===== src/rtl/serial_pkg.sv =====
// Shared definitions for the bit-serial adder: state encodings and defaults.
package serial_pkg;

  localparam int DEFAULT_WIDTH = 8;

  typedef enum logic [1:0] {
    IDLE = 2'd0,
    RUN  = 2'd1,
    DONE = 2'd2
  } state_t;

  // Bits needed for a counter that can hold values 0..w.
  function automatic int cnt_width(input int w);
    return $clog2(w + 1);
  endfunction

endpackage


===== src/rtl/full_adder.sv =====
// Single-bit combinational full adder.
module full_adder (
  input  logic A,
  input  logic B,
  input  logic Cin,
  output logic Sum,
  output logic Cout
);

  assign Sum  = A ^ B ^ Cin;
  assign Cout = (A & B) | (Cin & (A ^ B));

endmodule


===== src/rtl/serial_add_ctrl.sv =====
// Bit-serial adder: computes A+B+Cin LSB first, one bit per clock, through
// one full adder. The result is published on Sum/Cout when the last bit is
// done, and these hold their values until the next completed addition.
module serial_add_ctrl
  import serial_pkg::*;
#(
  parameter int WIDTH = DEFAULT_WIDTH
) (
  input  logic             clk,
  input  logic             rst_n,
  input  logic             start,
  input  logic [WIDTH-1:0] A,
  input  logic [WIDTH-1:0] B,
  input  logic             Cin,
  output logic             busy,
  output logic             done,
  output logic [WIDTH-1:0] Sum,
  output logic             Cout
);

  localparam int CW = cnt_width(WIDTH);
  localparam logic [CW-1:0] LAST_CNT = CW'(WIDTH - 1);

  state_t           state_reg;
  logic [WIDTH-1:0] a_reg;
  logic [WIDTH-1:0] b_reg;
  logic [WIDTH-1:0] res_reg;
  logic             carry_reg;
  logic [CW-1:0]    cnt_reg;

  logic fa_sum;
  logic fa_cout;

  full_adder u_fa (
    .A   (a_reg[0]),
    .B   (b_reg[0]),
    .Cin (carry_reg),
    .Sum (fa_sum),
    .Cout(fa_cout)
  );

  // Control FSM and datapath: load operands on accepted start, shift one bit per RUN cycle.
  always_ff @(posedge clk) begin
    if (!rst_n) begin
      state_reg <= IDLE;
      a_reg     <= '0;
      b_reg     <= '0;
      res_reg   <= '0;
      carry_reg <= 1'b0;
      cnt_reg   <= '0;
      busy      <= 1'b0;
      done      <= 1'b0;
      Sum       <= '0;
      Cout      <= 1'b0;
    end else begin
      case (state_reg)
        IDLE, DONE: begin
          done <= 1'b0;
          if (start) begin
            a_reg     <= A;
            b_reg     <= B;
            carry_reg <= Cin;
            res_reg   <= '0;
            cnt_reg   <= '0;
            busy      <= 1'b1;
            state_reg <= RUN;
          end else begin
            busy      <= 1'b0;
            state_reg <= IDLE;
          end
        end
        RUN: begin
          // start is deliberately not looked at here: a running addition cannot be disturbed.
          a_reg     <= a_reg >> 1;
          b_reg     <= b_reg >> 1;
          carry_reg <= fa_cout;
          res_reg   <= {fa_sum, res_reg[WIDTH-1:1]};
          cnt_reg   <= cnt_reg + CW'(1);
          if (cnt_reg == LAST_CNT) begin
            // The final sum bit is still on the adder output, so merge it in directly.
            Sum       <= {fa_sum, res_reg[WIDTH-1:1]};
            Cout      <= fa_cout;
            busy      <= 1'b0;
            done      <= 1'b1;
            state_reg <= DONE;
          end
        end
        default: begin
          busy      <= 1'b0;
          done      <= 1'b0;
          state_reg <= IDLE;
        end
      endcase
    end
  end

endmodule


===== config.mk =====
export PLATFORM = sky130hd
export DESIGN_NAME = serial_add_ctrl
export DESIGN_NICKNAME = d
export VERILOG_FILES = /design/src/rtl/serial_pkg.sv /design/src/rtl/full_adder.sv /design/src/rtl/serial_add_ctrl.sv
export SDC_FILE = /design/constraint.sdc
export NUM_CORES = 1
export LEC_CHECK = 0
export CORE_MARGIN = 1
export CORE_UTILIZATION = 50
export CTS_BUF_LIST = sky130_fd_sc_hd__clkbuf_16
export CTS_CLUSTER_DIAMETER = 200
export DETAILED_ROUTE_END_ITERATION = 10
export GPL_ROUTABILITY_DRIVEN = 0
export PLACE_DENSITY = 0.88
export SETUP_SLACK_MARGIN = 0.5
export SLEW_MARGIN = 10
export SYNTH_ARGS = -nofsm -noshare
export SYNTH_HDL_FRONTEND = slang
export SYNTH_SLANG_ARGS = --single-unit
export TNS_END_PERCENT = 30

===== constraint.sdc =====
create_clock -name clk -period 1.5 [get_ports clk]
set_input_delay 0.15 -clock clk [delete_from_list [all_inputs] [get_ports clk]]
set_output_delay 0.15 -clock clk [all_outputs]
set_load 0.01 [all_outputs]

; After elaboration in Yosys (flattened, before gate mapping)
; Cells that the tools add are included.
; W data, S select, Z words.
[totals]
ff_bits = 42
out_inout_bits = 11
wordCells = 43
[op_classes]
add_sub_neg = 1
n_eq_ne = 5
muxes = 16
bitwise_logic = 5
reduce_logical = 6
[ops]
columns = op, count
row1 = $pmux W8 S2, 3
row2 = $mux W8, 3
row3 = $pmux W4 S2, 1
row4 = $reduce_and A2 Y1, 3
row5 = $add A4 B1 Y4 const B, 1
row6 = $eq A4 B3 Y1 const B, 1
row7 = $mux W1, 4
row8 = $mux W4, 1
row9 = $ne A2 B2 Y1 const B, 2
row10 = $pmux W1 S2, 2
row11 = $pmux W2 S2, 1
row12 = $and A1 B1 Y1, 2
row13 = $eq A2 B1 Y1 const B, 1
row14 = $eq A2 B2 Y1 const B, 1
row15 = $logic_not A2 Y1, 1
row16 = $mux W2, 1
row17 = $reduce_bool A2 Y1, 1
row18 = $reduce_or A2 Y1, 1
row19 = $xor A1 B1 Y1, 2
row20 = $or A1 B1 Y1, 1

; Depth between registers and ports, before layout
; Gate-level depths: netlist of the first run.
[logic_depth]
depth_word = 4
ltp_mapped = 5
depth_no_buf = 4

; Hierarchy
; From an unflattened synthesis of the first run, not the netlist that was laid out.
[hier_totals]
hier_cells = 182
area_unflattened_um2 = 1622.8
[modules_own_cells]
columns = mod, n_inst, cells_per_inst, area_each_um2, seq_area_each_um2
row1 = serial_add_ctrl, 1, 181, 1602.8, 800.8
row2 = full_adder, 1, 1, 20.0, 0.0

; Worst setup path after synthesis of the first run
; No wires, ideal clock.
[synth_path]
kind = flip-flop to flip-flop
startpoint = reg cnt_reg[0]
endpoint = reg Cout
t_arrival_ns = 1.156
t_required_ns = 1.428
setup_slack_ns = 0.273
stages_incl_launch_ff = 5
path_buffers = 0
path_cell_list = dfxtp_1 > ha_1 > nand3b_1 > nor2_4 > mux2i_1
[synth_via]
elab_chain_len = 2
[synth_rtl]
columns = item, line_no
row1 = from (decl), serial_add_ctrl.sv:29  ; logic [CW-1:0] cnt_reg;
row2 = from (signal assigned), serial_add_ctrl.sv:78  ; cnt_reg <= cnt_reg + CW'(1);
row3 = $eq A4 B3 Y1, serial_add_ctrl.sv:79  ; if (cnt_reg == LAST_CNT) begin
row4 = $reduce_and A2 Y1 (no line), n/a
row5 = to (signal assigned), serial_add_ctrl.sv:82  ; Cout <= fa_cout;
row6 = to (decl), serial_add_ctrl.sv:18  ; output logic Cout
; Every way passes these cells.
; A chain may end at the register's enable or synchronous reset.

; Worst setup path in the final report of the first run
[layout_path]
startpoint = reg state_reg[0]
endpoint = reg b_reg[0]
[layout_via]
elab_chain_len = 4
word_cells_on_any_way = 8
cone_classes = eq/ne (3) / mux (1) / reduce/logical (4)
[layout_rtl]
columns = item, line_no
row1 = from (decl), serial_add_ctrl.sv:24  ; state_t state_reg;
row2 = from (signal assigned), serial_add_ctrl.sv:45  ; state_reg <= IDLE;
row3 = from (signal assigned), serial_add_ctrl.sv:66  ; state_reg <= RUN;
row4 = from (signal assigned), serial_add_ctrl.sv:69  ; state_reg <= IDLE;
row5 = $eq A2 B2 Y1 / $logic_not A2 Y1 (equally long branches), serial_add_ctrl.sv:56  ; case (state_reg)
row6 = $reduce_or A2 Y1, serial_add_ctrl.sv:56
row7 = $ne A2 B2 Y1 (no line) / $reduce_bool A2 Y1 (equally long branches), n/a
row8 = $reduce_and A2 Y1 (no line), n/a
row9 = to (signal assigned), serial_add_ctrl.sv:75  ; b_reg <= b_reg >> 1;
row10 = to (decl), serial_add_ctrl.sv:26  ; logic [WIDTH-1:0] b_reg;
; Several ways; a longest one is shown, not always the timed one.

==> results of run 1 <==
synthesized netlist by cell type:
cell type / number / area, um^2
dfxtp_1: 40 / 800.8
a21oi_1: 29 / 145.1
nand2_1: 29 / 108.9
inv_2: 1 / 3.750
mux2i_1: 10 / 100.1
buf_6: 1 / 11.26
fa_1: 1 / 20.02
inv_1: 1 / 3.750
nand2b_1: 4 / 25.02
buf_4: 3 / 22.52
nand4_1: 1 / 6.260
a22oi_1: 15 / 112.6
nor2_4: 1 / 11.26
nand3_1: 27 / 135.1
ha_1: 1 / 12.51
and2b_1: 1 / 7.510
mux2_4: 1 / 15.01
nor2_1: 2 / 7.510
buf_2: 7 / 35.03
a211oi_2: 1 / 12.51
nor2b_1: 1 / 6.260
nand3b_1: 1 / 7.510
clkbuf_1: 4 / 15.01
cells by family after synthesis:
| kind of cell | Yosys count |
|---|---|
| compound gates | 45 |
| fa+ha+maj | 2 |
| buf+inv | 17 |
| flops | 40 |
| mux | 11 |
| simple gates | 67 |
what timing repair did:
action / CTS / global route
setup endpoints to repair: 50 / 49
hold buffers: 0 / 0
buffers inserted: 4 / 1
pin swaps: 2 / 6
cloned: 0 / 5
resized for setup: 29 / 18
layer usage:
layer,GRT usage (%),vias to the layer above
met1,28.57,724
met2,38.64,68
met5,0,-
met4,11.56,0
met3,7.642,10
li1,-,717
through the flow:
step,total power [mW],hold slack [ns],instances
5_1_grt,2.792,0.4385,266
3_5_place_dp,1.418,0.4468,248
6_report,2.705,0.4171,266
2_1_floorplan,1.314,0.2860,182
4_1_cts,2.611,0.4115,260
3_3_place_gp,1.412,0.4361,248
worst max path at each step:
stage	to	cells past startpoint	slack, ns
finish	b_reg[0]	4	0.29
global route	Sum[2]	5	0.22
CTS	Sum[7]	5	0.33
detailed placement	a_reg[2]	5	0.08
global placement	b_reg[0]	5	0.14
floorplan	Cout	4	0.30
report_power, final:
part | internal (mW) | switching, mW
Clock | 0.780 | 0.417
Combinational | 0.199 | 0.174
Sequential | 1.10 | 0.0320
critical path, stage by stage, from the launching register on:
cell	delay (ns)
dfxtp_4	0.37
and2b_4	0.20
clkbuf_16	0.16
a22oi_1	0.22
a21oi_1	0.11
area by class of cell:
| type | count | area share, % |
|---|---|---|
| multi-input combinational | 125 | 33.76 |
| inverter | 2 | 0.3093 |
| clock inverter | 3 | 1.753 |
| tap | 44 | 2.268 |
| sequential | 40 | 33.35 |
| timing repair buffer | 47 | 23.40 |
| clock buffer | 5 | 5.155 |
==> results.sh, run 1 <==
export IMPL_fin_ws_ns=0.2919
export IMPL_cellPowerDensity_nw_per_um2=1115
export IMPL_area_growth_pct=49.35
export IMPL_drt_vias_per_instance=5.711
export IMPL_nNetsFinal=243
export IMPL_ff2ff_path_depth=4
export IMPL_dp_slack_ns=0.07721
export IMPL_wire_per_inst_um=16.17
export IMPL_clock_skew_ns=0.006272
export IMPL_yosysWarnings=0
export IMPL_hold_viol=0
export IMPL_n_fill_cell=217
export IMPL_ys_seq_elements=40
export IMPL_layout_common_cells="dfxtp_1 (35), nand2_1 (29), nand3_1 (27)"
export IMPL_ioPinCount=31
export IMPL_reg2reg_setup_slack_ns=0.29
export IMPL_route_detailed_drc=0
export IMPL_synth_xor_area_share_pct=0
export IMPL_die_w_um=59.02
export IMPL_synth_compound_area_share_pct=16.63
export IMPL_holdCritStartpoint="A[7]"
export IMPL_status="completed"
export IMPL_r2r_start="state_reg[0]"
export IMPL_grt_use_total_pct=23.84
export IMPL_cts_sinks=40
export IMPL_route_met3_wl_um=267
export IMPL_met1Wirelength_um=1718
export IMPL_critPathCaptureType="flop"
export IMPL_min_period_ns=1.208
export IMPL_min_path_cells=3
export IMPL_fin_setup_tns_ns=0
export IMPL_p_leak_nw=0.8874
export IMPL_critPathKind="flop to flop"
export IMPL_grt_pass1_vias=1352
export IMPL_cts_buffer_depth=2
export IMPL_cp_start_kind="flop"
export IMPL_drt_iter0_markers=80
export IMPL_regToRegEndpoint="b_reg[0]"
export IMPL_maxCapViolCount=0
export IMPL_hp_class="input port to flop"
export IMPL_antennaDiodeCount=0
export IMPL_synth_adder_area_share_pct=2.002
export IMPL_muxShareOfSynthArea_pct=7.082
export IMPL_fmax_ghz=0.8278
export IMPL_worst_pin_slew_ns=0.5211
export IMPL_fin_util_pct=78.86
export IMPL_cp_arrival_ns=1.35
export IMPL_cts_tree="yes"
export IMPL_die_area_um2=3483
export IMPL_syn_area_per_cell_um2=8.930
export IMPL_syn_cell_area_um2=1625
export IMPL_coreArea_um2=3078
export IMPL_path_clk_slew_ns=0.06
export IMPL_dr_pass1_iters=4
export IMPL_synth_seq_area_share_pct=49.27
export IMPL_synth_top_family_by_area="simple AND/OR/NAND/NOR gates"
export IMPL_synth_simple_area_share_pct=19.40
export IMPL_regArea_um2=809.5
export IMPL_drive_gt1_share_pct=24.77
export IMPL_stdcell_area_um2=2427
export IMPL_vias=1519
export IMPL_hpwl_um=2121
export IMPL_io_buffers=30
export IMPL_crit_fanout=7
export IMPL_grt_max_degree=29
export IMPL_max_vdd_ir_drop_uv=918.4
export IMPL_slew_violations=0
export IMPL_rsz0062_at_grt="yes"
export IMPL_multi_input_area_um2=819.5
export IMPL_synth_nets=204
export IMPL_drtAntennaViolNets=0
export IMPL_start_util_pct=52.80
export IMPL_yosysUniqueCellTypes=23
export IMPL_wl_um=4301
export IMPL_syn_inst=182
export IMPL_worstHoldEndpoint="a_reg[7]"
export IMPL_wl_met2_um=2200
export IMPL_dpl_cell_area_um2=2018
export IMPL_root_buffer="clkbuf_16"
export IMPL_cp_required_ns=1.65
export IMPL_finalCritPeriodShare_pct=80.54
export IMPL_antenna_found_initial=0
export IMPL_clkLatencyLatePin_ns=0.28
export IMPL_relSlewSlack_pct=65.21
export IMPL_setup_violations=0
export IMPL_grt_pass1_wl_um=6058
export IMPL_final_common_cell="dfxtp_1"
export IMPL_top_layer="met4"
export IMPL_overflow=0
export IMPL_dieHeight_um=59.02
export IMPL_h_tree_depth=2
export IMPL_critPathLaunch="state_reg[0]"
export IMPL_numCtsBuffers=5
export IMPL_rows=20
(Power assumes the default switching activity.)
==> inputs of run 2 (changes only) <==
==> constraint.sdc (replaced) <==
create_clock -name clk -period 1.16 [get_ports clk]
set_input_delay 0.116 -clock clk [delete_from_list [all_inputs] [get_ports clk]]
set_output_delay 0.116 -clock clk [all_outputs]
set_load 0.01 [all_outputs]
==> run 2 against run 1 <==
  * Global-route usage fell by 1.1 points
  * The flow now finishes with violations (negative setup slack)
  * Final area increased by 0.67%
  * First-iteration DRC count fell by 40%
  * Sequential power up 29%
  * Critical path type unchanged
  * Setup slack lost 0.32 ns
  * Highest routed layer unchanged
  * Die area is the same
==> results.sh, run 2 (synthesis gave the netlist of run 1 again) <==
export IMPL_cp_start_kind="flop"
export IMPL_stdcell_area_um2=2444
export IMPL_drive_gt1_share_pct=36.65
export IMPL_cts_tree="yes"
export IMPL_overflow=0
export IMPL_start_util_pct=52.80
export IMPL_p_leak_nw=0.8653
export IMPL_layout_common_cells="nand2_1 (27), dfxtp_1 (26), nand3_1 (26)"
export IMPL_numCtsBuffers=5
export IMPL_crit_fanout=9
export IMPL_status="finished with violations"
export IMPL_clkLatencyLatePin_ns=0.28
export IMPL_cts_buffer_depth=2
export IMPL_route_detailed_drc=0
export IMPL_relSlewSlack_pct=65.82
export IMPL_area_growth_pct=50.35
export IMPL_wire_per_inst_um=14.34
export IMPL_wl_met2_um=1936
export IMPL_cellPowerDensity_nw_per_um2=1425
export IMPL_die_area_um2=3483
export IMPL_fin_ws_ns=-0.02705
export IMPL_drt_iter0_markers=48
export IMPL_reg2reg_setup_slack_ns=-0.03
export IMPL_dieHeight_um=59.02
export IMPL_antennaDiodeCount=0
export IMPL_min_period_ns=1.187
export IMPL_met1Wirelength_um=1668
export IMPL_route_met3_wl_um=171
export IMPL_cp_required_ns=1.37
export IMPL_setup_violations=8
export IMPL_multi_input_area_um2=882.1
export IMPL_grt_max_degree=29
export IMPL_root_buffer="clkbuf_16"
export IMPL_wl_um=3801
export IMPL_clock_skew_ns=0.006543
export IMPL_fin_setup_tns_ns=-0.09216
export IMPL_drt_vias_per_instance=5.502
export IMPL_fmax_ghz=0.8424
export IMPL_drtAntennaViolNets=0
export IMPL_io_buffers=30
export IMPL_hpwl_um=2067
export IMPL_grt_use_total_pct=22.73
export IMPL_finalCritPeriodShare_pct=102.3
export IMPL_vias=1458
export IMPL_critPathKind="flop to flop"
export IMPL_cts_hold_buffers_added=0
export IMPL_dr_pass1_iters=4
export IMPL_final_cells=265
export IMPL_post_place_cells=252
export IMPL_violations="negative setup slack"
export IMPL_antenna_found_initial=0
export IMPL_top_layer="met4"
export IMPL_die_w_um=59.02
export IMPL_regArea_um2=820.8
export IMPL_n_fill_cell=211
export IMPL_coreArea_um2=3078
export IMPL_grt_pass1_wl_um=5968
export IMPL_h_tree_depth=2
export IMPL_final_common_cell="nand2_1"
export IMPL_rsz0062_at_grt="yes"
export IMPL_fin_util_pct=79.39
export IMPL_cp_arrival_ns=1.39
export IMPL_critPathCaptureType="flop"
export IMPL_hp_class="input port to flop"
export IMPL_grt_pass1_vias=1364
export IMPL_slew_violations=0
export IMPL_rows=20
export IMPL_hold_viol=0
export IMPL_nNetsFinal=242
export IMPL_worst_pin_slew_ns=0.5120
export IMPL_path_clk_slew_ns=0.06
export IMPL_maxCapViolCount=0
export IMPL_dpl_cell_area_um2=2061
export IMPL_max_vdd_ir_drop_uv=822.7
export IMPL_ioPinCount=31
export IMPL_cts_sinks=40
## run 2: cell types whose count changed in the layout (fill, tap and decap cells not counted), sizes merged
cell / change
dlygate4sd2: -4
dlymetal6s2s: -1
clkdlybuf4s15: -4
clkinv: +1
buf: +11
clkbuf: -3
clkinvlp: -1
## run 2: report_power, final
group	internal (mW)	leakage (nW)	switching (mW)
clock	1.01	0.0814	0.544
sequential	1.43	0.332	0.0415
combinational	0.238	0.452	0.222
total	2.67	0.865	0.808
## run 2: final timing paths
check / start / cells after the start / endpoint
min: B[7] / 3 / b_reg[7]
max reg2reg: cnt_reg[1] / 5 / Sum[5]
max: cnt_reg[1] / 5 / Sum[5]
min reg2reg: res_reg[1] / 2 / Sum[0]
## run 2: cell type report
cell class | count | share of cell area, %
Timing Repair Buffer | 46 | 20.89
Clock inverter | 3 | 1.741
Clock buffer | 5 | 5.120
Multi-Input combinational cell | 125 | 36.10
Tap cell | 44 | 2.253
Inverter | 2 | 0.3072
Sequential cell | 40 | 33.59
## run 2: layer usage
layer  vias to the layer above  global-route usage (%)
li1                        717                       -
met1                       691                   27.64
met2                        47                   39.29
met3                         3                   4.585
met4                         0                   9.184
met5                         -                       0
## run 2: critical path, stage by stage (launching register included)
cell,delay [ns]
dfxtp_2,0.35
ha_4,0.15
nand3b_1,0.14
nor2_4,0.14
buf_12,0.14
mux2i_1,0.19
## run 2: through the flow
| stage | hold slack (ns) | setup slack, ns | total power [mW] |
|---|---|---|---|
| 2_1_floorplan | 0.2520 | -0.03660 | 1.699 |
| 3_3_place_gp | 0.4361 | -0.1775 | 1.829 |
| 3_5_place_dp | 0.4460 | -0.2097 | 1.842 |
| 4_1_cts | 0.4191 | -0.007109 | 3.425 |
| 5_1_grt | 0.4436 | -0.1041 | 3.581 |
| 6_report | 0.4133 | -0.02705 | 3.482 |
## run 2: repair_timing
| item | in CTS | in global routing |
|---|---|---|
| endpoints found under the setup margin | 51 | 51 |
| cloned | 0 | 2 |
| resized for setup | 89 | 8 |
| setup buffers | 1 | 2 |
| pin swaps | 40 | 23 |
